File: config.mk
export PLATFORM = sky130hd
export DESIGN_NAME = mips_muldiv_unit
export DESIGN_NICKNAME = d
export VERILOG_FILES = /design/src/rtl/mips_muldiv_unit.sv
export SDC_FILE = /design/constraint.sdc
export NUM_CORES = 1
export LEC_CHECK = 0
export CAP_MARGIN = 25
export CELL_PAD_IN_SITES_DETAIL_PLACEMENT = 2
export CELL_PAD_IN_SITES_GLOBAL_PLACEMENT = 2
export CORE_UTILIZATION = 32
export CTS_CLUSTER_SIZE = 14
export DETAILED_ROUTE_END_ITERATION = 16
export PLACE_DENSITY = 0.86
export SYNTH_ARGS = -nofsm -noshare
export SYNTH_HDL_FRONTEND = slang
export SYNTH_SLANG_ARGS = --single-unit
export TNS_END_PERCENT = 1
File: constraint.sdc
create_clock -name clk -period 5.7 [get_ports clk]
set_input_delay 0.855 -clock clk [delete_from_list [all_inputs] [get_ports clk]]
set_output_delay 0.855 -clock clk [all_outputs]
set_load 0.005 [all_outputs]
File: src/rtl/mips_muldiv_unit.sv
// Iterative multiply/divide unit with HI/LO registers for the X stage.
// Radix-2^MUL_STEP shift-add multiply, radix-2 restoring divide, sign fixup on the last iteration.
module mips_muldiv_unit #(
    parameter int WIDTH    = 32,
    parameter int MUL_STEP = 4
) (
    input  logic             clk,
    input  logic             rst,
    input  logic             en,
    input  logic             start,
    input  logic [2:0]       op,
    input  logic [WIDTH-1:0] op_x,
    input  logic [WIDTH-1:0] op_y,
    input  logic             flush,
    output logic             busy,
    output logic             done,
    output logic             div_zero,
    output logic [WIDTH-1:0] hi,
    output logic [WIDTH-1:0] lo
);

    localparam int N_MUL = WIDTH / MUL_STEP;
    localparam int N_DIV = WIDTH;
    localparam int CW    = $clog2(WIDTH + 1);
    localparam logic [CW-1:0] MUL_LAST = CW'(N_MUL - 1);
    localparam logic [CW-1:0] DIV_LAST = CW'(N_DIV - 1);

    typedef enum logic [1:0] {
        IDLE,
        MUL,
        DIV
    } state_t;

    state_t               state_reg;
    logic [CW-1:0]        count_reg;
    logic                 busy_reg;
    logic                 done_reg;
    logic                 dz_reg;
    logic [WIDTH-1:0]     hi_reg;
    logic [WIDTH-1:0]     lo_reg;
    // MUL: {accumulator high half, remaining multiplier bits}; DIV: {remainder, quotient}
    logic [2*WIDTH-1:0]   work_reg;
    logic [WIDTH-1:0]     operand_reg;
    logic                 neg_q_reg;
    logic                 neg_r_reg;

    logic                 is_signed;
    logic                 x_neg;
    logic                 y_neg;
    logic [WIDTH-1:0]     x_abs;
    logic [WIDTH-1:0]     y_abs;

    always_comb begin
        is_signed = ~op[0];
        x_neg     = is_signed & op_x[WIDTH-1];
        y_neg     = is_signed & op_y[WIDTH-1];
        x_abs     = x_neg ? -op_x : op_x;
        y_abs     = y_neg ? -op_y : op_y;
    end

    // One shifted copy of the multiplicand per multiplier bit retired this cycle.
    logic [WIDTH+MUL_STEP-1:0] pp_terms [MUL_STEP];

    genvar gi;
    generate
        for (gi = 0; gi < MUL_STEP; gi++) begin : g_pp
            assign pp_terms[gi] = work_reg[gi]
                ? ({{MUL_STEP{1'b0}}, operand_reg} << gi)
                : '0;
        end
    endgenerate

    logic [WIDTH+MUL_STEP-1:0] pp_sum;
    logic [WIDTH+MUL_STEP-1:0] mul_sum;
    logic [2*WIDTH-1:0]        mul_next;
    logic [2*WIDTH-1:0]        mul_res;

    always_comb begin
        pp_sum = '0;
        for (int i = 0; i < MUL_STEP; i++) begin
            pp_sum = pp_sum + pp_terms[i];
        end
        mul_sum  = {{MUL_STEP{1'b0}}, work_reg[2*WIDTH-1:WIDTH]} + pp_sum;
        mul_next = {mul_sum, work_reg[WIDTH-1:MUL_STEP]};
        mul_res  = neg_q_reg ? -mul_next : mul_next;
    end

    logic [WIDTH+1:0]   div_diff;
    logic [2*WIDTH-1:0] div_next;
    logic [WIDTH-1:0]   div_quo;
    logic [WIDTH-1:0]   div_rem;
    logic               div_by_zero;
    logic [WIDTH-1:0]   div_lo;
    logic [WIDTH-1:0]   div_hi;

    always_comb begin
        div_diff = {1'b0, work_reg[2*WIDTH-1:WIDTH-1]} - {2'b00, operand_reg};
        if (div_diff[WIDTH+1]) begin
            div_next = {work_reg[2*WIDTH-2:0], 1'b0};
        end else begin
            div_next = {div_diff[WIDTH-1:0], work_reg[WIDTH-2:0], 1'b1};
        end
        div_quo     = div_next[WIDTH-1:0];
        div_rem     = div_next[2*WIDTH-1:WIDTH];
        div_by_zero = (operand_reg == '0);
        // A zero divisor shifts the dividend straight into the remainder, so the
        // sign fixup restores the original op_x; only the quotient needs forcing.
        div_lo      = div_by_zero ? '1 : (neg_q_reg ? -div_quo : div_quo);
        div_hi      = neg_r_reg ? -div_rem : div_rem;
    end

    always_ff @(posedge clk) begin
        if (!rst) begin
            state_reg   <= IDLE;
            count_reg   <= '0;
            busy_reg    <= 1'b0;
            done_reg    <= 1'b0;
            dz_reg      <= 1'b0;
            hi_reg      <= '0;
            lo_reg      <= '0;
            work_reg    <= '0;
            operand_reg <= '0;
            neg_q_reg   <= 1'b0;
            neg_r_reg   <= 1'b0;
        end else if (en) begin
            done_reg <= 1'b0;
            dz_reg   <= 1'b0;
            if (flush) begin
                state_reg <= IDLE;
                busy_reg  <= 1'b0;
            end else begin
                case (state_reg)
                    IDLE: begin
                        if (start) begin
                            case (op)
                                3'd0, 3'd1: begin
                                    state_reg   <= MUL;
                                    busy_reg    <= 1'b1;
                                    count_reg   <= '0;
                                    work_reg    <= {{WIDTH{1'b0}}, y_abs};
                                    operand_reg <= x_abs;
                                    neg_q_reg   <= x_neg ^ y_neg;
                                    neg_r_reg   <= 1'b0;
                                end
                                3'd2, 3'd3: begin
                                    state_reg   <= DIV;
                                    busy_reg    <= 1'b1;
                                    count_reg   <= '0;
                                    work_reg    <= {{WIDTH{1'b0}}, x_abs};
                                    operand_reg <= y_abs;
                                    neg_q_reg   <= x_neg ^ y_neg;
                                    neg_r_reg   <= x_neg;
                                end
                                3'd4:    hi_reg <= op_x;
                                3'd5:    lo_reg <= op_x;
                                default: ;
                            endcase
                        end
                    end
                    MUL: begin
                        work_reg  <= mul_next;
                        count_reg <= count_reg + CW'(1);
                        if (count_reg == MUL_LAST) begin
                            hi_reg    <= mul_res[2*WIDTH-1:WIDTH];
                            lo_reg    <= mul_res[WIDTH-1:0];
                            busy_reg  <= 1'b0;
                            done_reg  <= 1'b1;
                            state_reg <= IDLE;
                        end
                    end
                    DIV: begin
                        work_reg  <= div_next;
                        count_reg <= count_reg + CW'(1);
                        if (count_reg == DIV_LAST) begin
                            hi_reg    <= div_hi;
                            lo_reg    <= div_lo;
                            busy_reg  <= 1'b0;
                            done_reg  <= 1'b1;
                            dz_reg    <= div_by_zero;
                            state_reg <= IDLE;
                        end
                    end
                    default: begin
                        state_reg <= IDLE;
                        busy_reg  <= 1'b0;
                    end
                endcase
            end
        end
    end

    assign busy     = busy_reg;
    assign done     = done_reg;
    assign div_zero = dz_reg;
    assign hi       = hi_reg;
    assign lo       = lo_reg;

endmodule
==> results of run 1 <==
-- worst max-delay path: stages (launching register included) --
cell	delay, ps
dfxtp_2	370
buf_4	150
nand2_1	70
fa_1	510
fa_1	510
inv_1	110
fa_1	430
ha_2	230
fa_2	380
a211oi_4	320
o31ai_4	170
buf_4	180
xor2_2	170
nor3_2	310
nand4_1	160
buf_4	190
or4_4	540
or3_4	440
o41ai_4	250
xor2_1	290
a221oi_2	100
o21ai_1	250
-- per-layer routing --
metal | part of all wire, % | GRT usage [%] | vias up
met4 | 6.9 | 21.3 | 2
met1 | 39 | 42.7 | 13104
met3 | 8.2 | 8.16 | 425
li1 | - | - | 10863
met5 | 0.011 | 0 | -
met2 | 46 | 56.9 | 1418
-- how the worst max path moves through the flow --
stage | end | slack [ps]
after floorplan | hi[22]$_SDFFE_PN0P_ | -140
after global placement | hi[22]$_SDFFE_PN0P_ | -450
after detailed placement | hi[29]$_SDFFE_PN0P_ | -790
after CTS | hi[22]$_SDFFE_PN0P_ | -430
after global routing | hi[26]$_SDFFE_PN0P_ | -630
final | hi[22]$_SDFFE_PN0P_ | -510
-- cell families after synthesis --
logic type                 after synthesis  share of synthesized area (%)
AOI/OAI and AO/OA                      898                           28.0
xor gates and xnor gates               213                           8.97
DFF                                    173                           16.7
buffers and inverters                  446                           8.19
and+or+nand+nor                       1025                           23.1
muxes                                   22                           1.07
adders and majority gates              176                           14.0
-- synth_stat cells, types with 41 or more instances --
cell type and count:
inv_1 233, o21ai_0 205, nor3_1 79, a22oi_1 45
xnor2_1 152, ha_1 82, clkbuf_1 170, and2_1 53
nand2_1 398, dfxtp_1 173, nand3_1 49, nor2_1 237
xor2_1 61, a221oi_1 41, a31oi_1 43, a21oi_1 261
fa_1 94
-- through the flow --
stage | utilization [%] | TNS [ps] | hold slack (ps) | area [um2] | instances
2_1_floorplan | - | -572 | 448 | 20900 | 2953
3_3_place_gp | 38.5 | -5630 | 454 | 24800 | 4032
3_5_place_dp | 38.5 | -11520 | 469 | 24800 | 4032
4_1_cts | 39.6 | -5360 | 468 | 25500 | 4067
5_1_grt | 39.9 | -7890 | 492 | 25700 | 4068
6_report | 39.9 | -6160 | 476 | 25700 | 4068
-- cell type report --
| cell class | instances | area, um2 |
|---|---|---|
| flip-flops and latches | 173 | 3480 |
| multi-input cells | 2334 | 16000 |
| fillers | 7484 | 38600 |
| well taps | 855 | 1070 |
| clock buffers | 21 | 480 |
| inverters | 235 | 883 |
| clock inverters | 11 | 78.8 |
| repair buffers | 439 | 3710 |
-- report_power, final --
part,total (mW),switching (mW),internal [mW]
clock,1.21,0.602,0.606
combinational,1.74,1.18,0.551
sequential,1.29,0.0541,1.24
-- what timing repair did --
item | CTS | global route
cloned | 0 | 0
buffers inserted | 3 | 0
endpoints found under the setup margin | 28 | 21
pin swaps | 8 | 17
gates resized for setup | 31 | 48
==> results by group, run 1 <==
Floorplan
  • Num rows: 93
  • Io pins: 139
  • Die Ht: 257 um
  • Initial core utilization: 32.3%
  • Total core area: 64300 um2
  • Die width: 257 um
  • Die area: 66000 um2

Placed design
  • Buffers on Ports: 138
  • Routability cong.: 1.03
  • DP HPWL: 92200 um
  • Dpl ws: -790 ps

Clock tree
  • CTS Hold Buffers Added: 0
  • CTS Buf Count: 17
  • Clock Latency Late Sink: 520 ps
  • CTS tree: done
  • Clock-pin slew on the worst setup and hold paths: 90 ps
  • Num Clock Sinks: 173
  • CTS max path bufs: 2
  • Clock Root Buffer: clkbuf_16
  • Htree depth: 4

STA
  • RSZ-0062 raised after global routing: yes
  • Final setup vio count: 17
  • Worst-Margin Slew: 1060 ps
  • Fmax achieved: 161 MHz
  • Hold Vio Cnt, Final: 0
  • Period utilisation layout: 109%
  • Max-slew headroom: 29.2%
  • Final Max Slew Viols: 0
  • Final Skew: 21.0 ps
  • PnR worst setup slack: -514 ps
  • Period minus WS final: 6210 ps

Synthesis
  • Seq/Total Area, Yosys: 16.7%
  • Synth area leader: dfxtp_1
  • Synthesized instance count: 2953
  • #FFs+latches synth: 173
  • Cell variety after synth: 84
  • Synth warn: 0
  • Ranking of synthesized cells by area: dfxtp_1, fa_1, nand2_1
  • Syn Area/Cell: 7.04 um2
  • Post-synth top area share: 16.7%
  • Synthesized area: 20800 um2
  • Post-synth EDFFs: 0
  • Top_reg_cell synth: dfxtp_1
  • Ys async rst share: 0%
  • Post-Syn Nets: 3201

Finish
  • Commonest non-fill, non-tap cells in the layout: nand2_1, buf_4, a21oi_1, nor2_1, inv_1
  • Commonest non-fill, non-tap cell in the layout: nand2_1
  • Area grow syn2layout: 23.6%
  • Nets: 3448
  • Share of layout cells above drive strength 1: 14.1%
  • Number of flip-flops in the largest register: 64
  • ANT cells: 0

Global routing
  • First-pass GRT wire length: 176000 um
  • Total grt overflow: 0
  • Initial antenna violation count: 1
  • Largest net degree at the start of global routing: 59
  • Vias in the first global route: 27428
  • Gr usage total: 35.3%

Power and ir drop
  • PwrDens: 165 nW/um2
  • Maximum VDD drop: 248 uV
  • LEAKAGE: 10.9 nW
  • Total power: 4.23 mW

Detailed routing
  • Final WL: 123000 um
  • Post-DR vias/cell: 6.35
  • DRC: 0
  • Via count: 25812
  • Drt wl/cell: 30.3 um
  • Number of iterations in the first detailed-routing pass: 6
  • DRT iter0 DRCs: 2540
  • DRT antenna net count: 0

Critical path
  • Worst Setup SP: operand_reg[1]$_SDFFE_PN0P_
  • Worst R2R Path Depth: 21
  • Reg-to-Reg End: hi[22]$_SDFFE_PN0P_
  • Worst reg2reg setup slack: -510 ps
  • Crit path max fanout: 8
  • Reg2Reg Launch Point: operand_reg[1]$_SDFFE_PN0P_
  • Critical Path AT: 6640 ps
  • WS Path Type: flop to flop
  • Crit start category: flop
  • Critical path capture point type: flop
  • Req. time, crit path: 6130 ps

Min path
  • Hold WC Path Type: flop to flop
  • Worst hold endpoint: hi[3]$_SDFFE_PN0P_
  • WHS Path Cells: 2
  • HP Start: hi[3]$_SDFFE_PN0P_

Job
  • Max-capacitance violation count: 0

Outcome
  • Status: finished, violations left
  • Failing checks: negative setup slack
Power figures use the tool's default switching activity.
==> run 2: changes to the inputs <==
--- a/config.mk
+++ b/config.mk
@@ -11,6 +11,7 @@
 export CORE_UTILIZATION = 32
 export CTS_CLUSTER_SIZE = 14
 export DETAILED_ROUTE_END_ITERATION = 16
+export GPL_TIMING_DRIVEN = 0
 export PLACE_DENSITY = 0.86
 export SYNTH_ARGS = -nofsm -noshare
 export SYNTH_HDL_FRONTEND = slang
==> run 2 against run 1 <==
Compared with the run above: the run still ends with negative setup slack left; via count is 2.3% lower; clock skew is 3.0 ps higher; global-route usage is 2.5 points higher; clock-buffer cell count is 2 lower; fmax is 5.3% lower.
==> results by group, run 2 (same netlist as run 1, synthesis figures left out) <==
Floorplan
  • Initial core utilization: 32.3% (unchanged)
  • Num rows: 93 (unchanged)
  • Die area: 66000 um2 (unchanged)
  • Die Ht: 257 um (unchanged)
  • Die width: 257 um (unchanged)
  • Total core area: 64300 um2 (unchanged)
  • Io pins: 139 (unchanged)

Finish
  • Number of flip-flops in the largest register: 64 (unchanged)
  • Final Core Density: 38.8% (-1.1 points)
  • Layout Cells excl Fill: 4022 (-1.1%)
  • Commonest non-fill, non-tap cell in the layout: nand2_1
  • Nets: 3396 (-1.5%)
  • Commonest non-fill, non-tap cells in the layout: nand2_1, a21oi_1, nor2_1, inv_1, o21ai_0
  • Area grow syn2layout: 20.1%
  • Fillcell total: 7568 (+1.1%)
  • Share of layout cells above drive strength 1: 8.16% (-6.0 points)

Critical path
  • Worst reg2reg setup slack: -860 ps (-350 ps)
  • Critical Path AT: 6940 ps (+300 ps)
  • Critical path capture point type: flop
  • Worst R2R Path Depth: 21 (unchanged)
  • Reg-to-Reg End: hi[30]$_SDFFE_PN0P_
  • Crit start category: flop
  • WS Path Type: flop to flop
  • Req. time, crit path: 6080 ps (-50 ps)
  • Crit path max fanout: 10 (+2)
  • Reg2Reg Launch Point: work_reg[3]$_SDFFE_PN0P_
  • Worst Setup SP: work_reg[3]$_SDFFE_PN0P_

Clock tree
  • Num Clock Sinks: 173 (unchanged)
  • CTS Buf Count: 17 (unchanged)
  • Clock-pin slew on the worst setup and hold paths: 80 ps (about the same)
  • Clock Latency Late Sink: 510 ps (about the same)
  • CTS tree: done
  • CTS max path bufs: 2 (unchanged)
  • CTS Hold Buffers Added: 0 (unchanged)
  • Clock Root Buffer: clkbuf_16
  • Htree depth: 4 (unchanged)

Placed design
  • DP HPWL: 103000 um (+12%)
  • Buffers on Ports: 137 (-0.72%)
  • Routability cong.: 1.03 (about the same)
  • DP Cell Count: 3950 (-2.0%)

Global routing
  • First-pass GRT wire length: 183000 um (+4.1%)
  • Initial antenna violation count: 9 (+8)
  • Largest net degree at the start of global routing: 18 (-69%)
  • Vias in the first global route: 26853 (-2.1%)
  • Gr usage total: 37.8% (+2.5 points)
  • Total grt overflow: 0 (unchanged)

Detailed routing
  • DRT iter0 DRCs: 2080 (-18%)
  • Via count: 25218 (-2.3%)
  • Drt wl/cell: 31.7 um (+4.4%)
  • Number of iterations in the first detailed-routing pass: 5 (-1)
  • Final WL: 127000 um (+3.3%)
  • DRC: 0 (unchanged)
  • Post-DR vias/cell: 6.27 (-1.2%)
  • DRT antenna net count: 0 (unchanged)

Job
  • Max-capacitance violation count: 0 (unchanged)

STA
  • PnR worst setup slack: -859 ps (-345 ps)
  • Final setup vio count: 25 (+8)
  • RSZ-0062 raised after global routing: yes
  • Final Max Slew Viols: 0 (unchanged)
  • Max-slew headroom: 23.6% (-5.5 points)
  • Fmax achieved: 152 MHz (-5.3%)
  • Hold Vio Cnt, Final: 0 (unchanged)
  • Min Hold Slack: 491 ps (+15.1 ps)
  • Period utilisation layout: 115% (+6.1 points)
  • Period minus WS final: 6560 ps (+345 ps)
  • Final Skew: 24.0 ps (+2.95 ps)
  • Setup_tns: -12500 ps (-6340 ps)
  • Worst-Margin Slew: 1150 ps (+83.2 ps)

Power and ir drop
  • PwrDens: 171 nW/um2 (+3.6%)
  • Maximum VDD drop: 269 uV (+8.2%)
  • LEAKAGE: 10.1 nW (-7.9%)

Outcome
  • Failing checks: negative setup slack
  • Status: finished, violations left

Min path
  • Hold WC Path Type: flop to flop
  • Worst hold endpoint: done$_SDFFE_PN0P_
  • WHS Path Cells: 2 (unchanged)
  • HP Start: done$_SDFFE_PN0P_
## run 2: cell count changes in the layout (fill, tap and decap cells not counted), sizes merged
cell | previous run | this run
buf | 302 | 80
clkbuf | 21 | 189
diode | 0 | 6
clkinv | 7 | 4
inv | 237 | 240
bufinv | 0 | 1
clkinvlp | 2 | 3
## run 2: worst max-delay path, cell delays in order (launching register included)
cell and delay, ps:
dfxtp_2 330, buf_8 130, clkbuf_16 180, nand2_1 110
fa_1 530, inv_1 60, fa_1 480, fa_1 520
ha_4 200, fa_2 420, a211oi_4 280, o31ai_4 200
buf_4 200, buf_4 130, o2111a_2 300, o2111a_1 280
or4_4 460, xor2_4 200, or4b_4 580, nor3_4 250
mux2_4 320, o31a_1 280
## run 2: per-stage QoR
step	setup WS [ps]	total power [mW]	cell area, um2
after detailed placement	-2120	2.86	23300
after global placement	-2310	2.82	23300
after CTS	-747	4.16	24600
after global routing	-964	4.34	25000
final	-859	4.26	25000
after floorplan	-141	2.18	20900
## run 2: where the power goes
group	total [mW]	internal [mW]	switching, mW
Sequential	1.28	1.24	0.0434
Combinational	1.71	0.516	1.19
Clock	1.27	0.621	0.650
## run 2: routing by layer
| metal | wire length (um) | global-route usage, % | vias to the layer above |
|---|---|---|---|
| met1 | 50700 | 46.2 | 12959 |
| met2 | 57600 | 60.4 | 1144 |
| li1 | - | - | 10755 |
| met3 | 9640 | 7.55 | 358 |
| met5 | 11 | 0 | - |
| met4 | 9330 | 24.2 | 2 |
## run 2: final cells by class
type,count,area [um2],area share [%]
inverter,235,886,3.55
timing repair buffer,179,1730,6.95
antenna,6,15.0,0.0601
clock buffer,19,433,1.73
multi-input combinational,2334,16200,64.9
clock inverter,13,150,0.601
buffer,208,976,3.91
tap,855,1070,4.28
sequential,173,3490,14.0
## run 2: worst max-delay path by stage
stage | end | slack (ps) | cells past startpoint
after floorplan | hi[22]$_SDFFE_PN0P_ | -140 | 21
after global routing | hi[22]$_SDFFE_PN0P_ | -960 | 24
after detailed placement | hi[19]$_SDFFE_PN0P_ | -2120 | 21
after global placement | hi[29]$_SDFFE_PN0P_ | -2310 | 19
final | hi[30]$_SDFFE_PN0P_ | -860 | 21
after CTS | hi[27]$_SDFFE_PN0P_ | -750 | 24
## run 2: timing repair
item | CTS | global route
setup buffers | 24 | 12
pin swaps | 35 | 30
endpoints found under the setup margin | 66 | 38
gates resized for setup | 124 | 51
cloned | 0 | 0
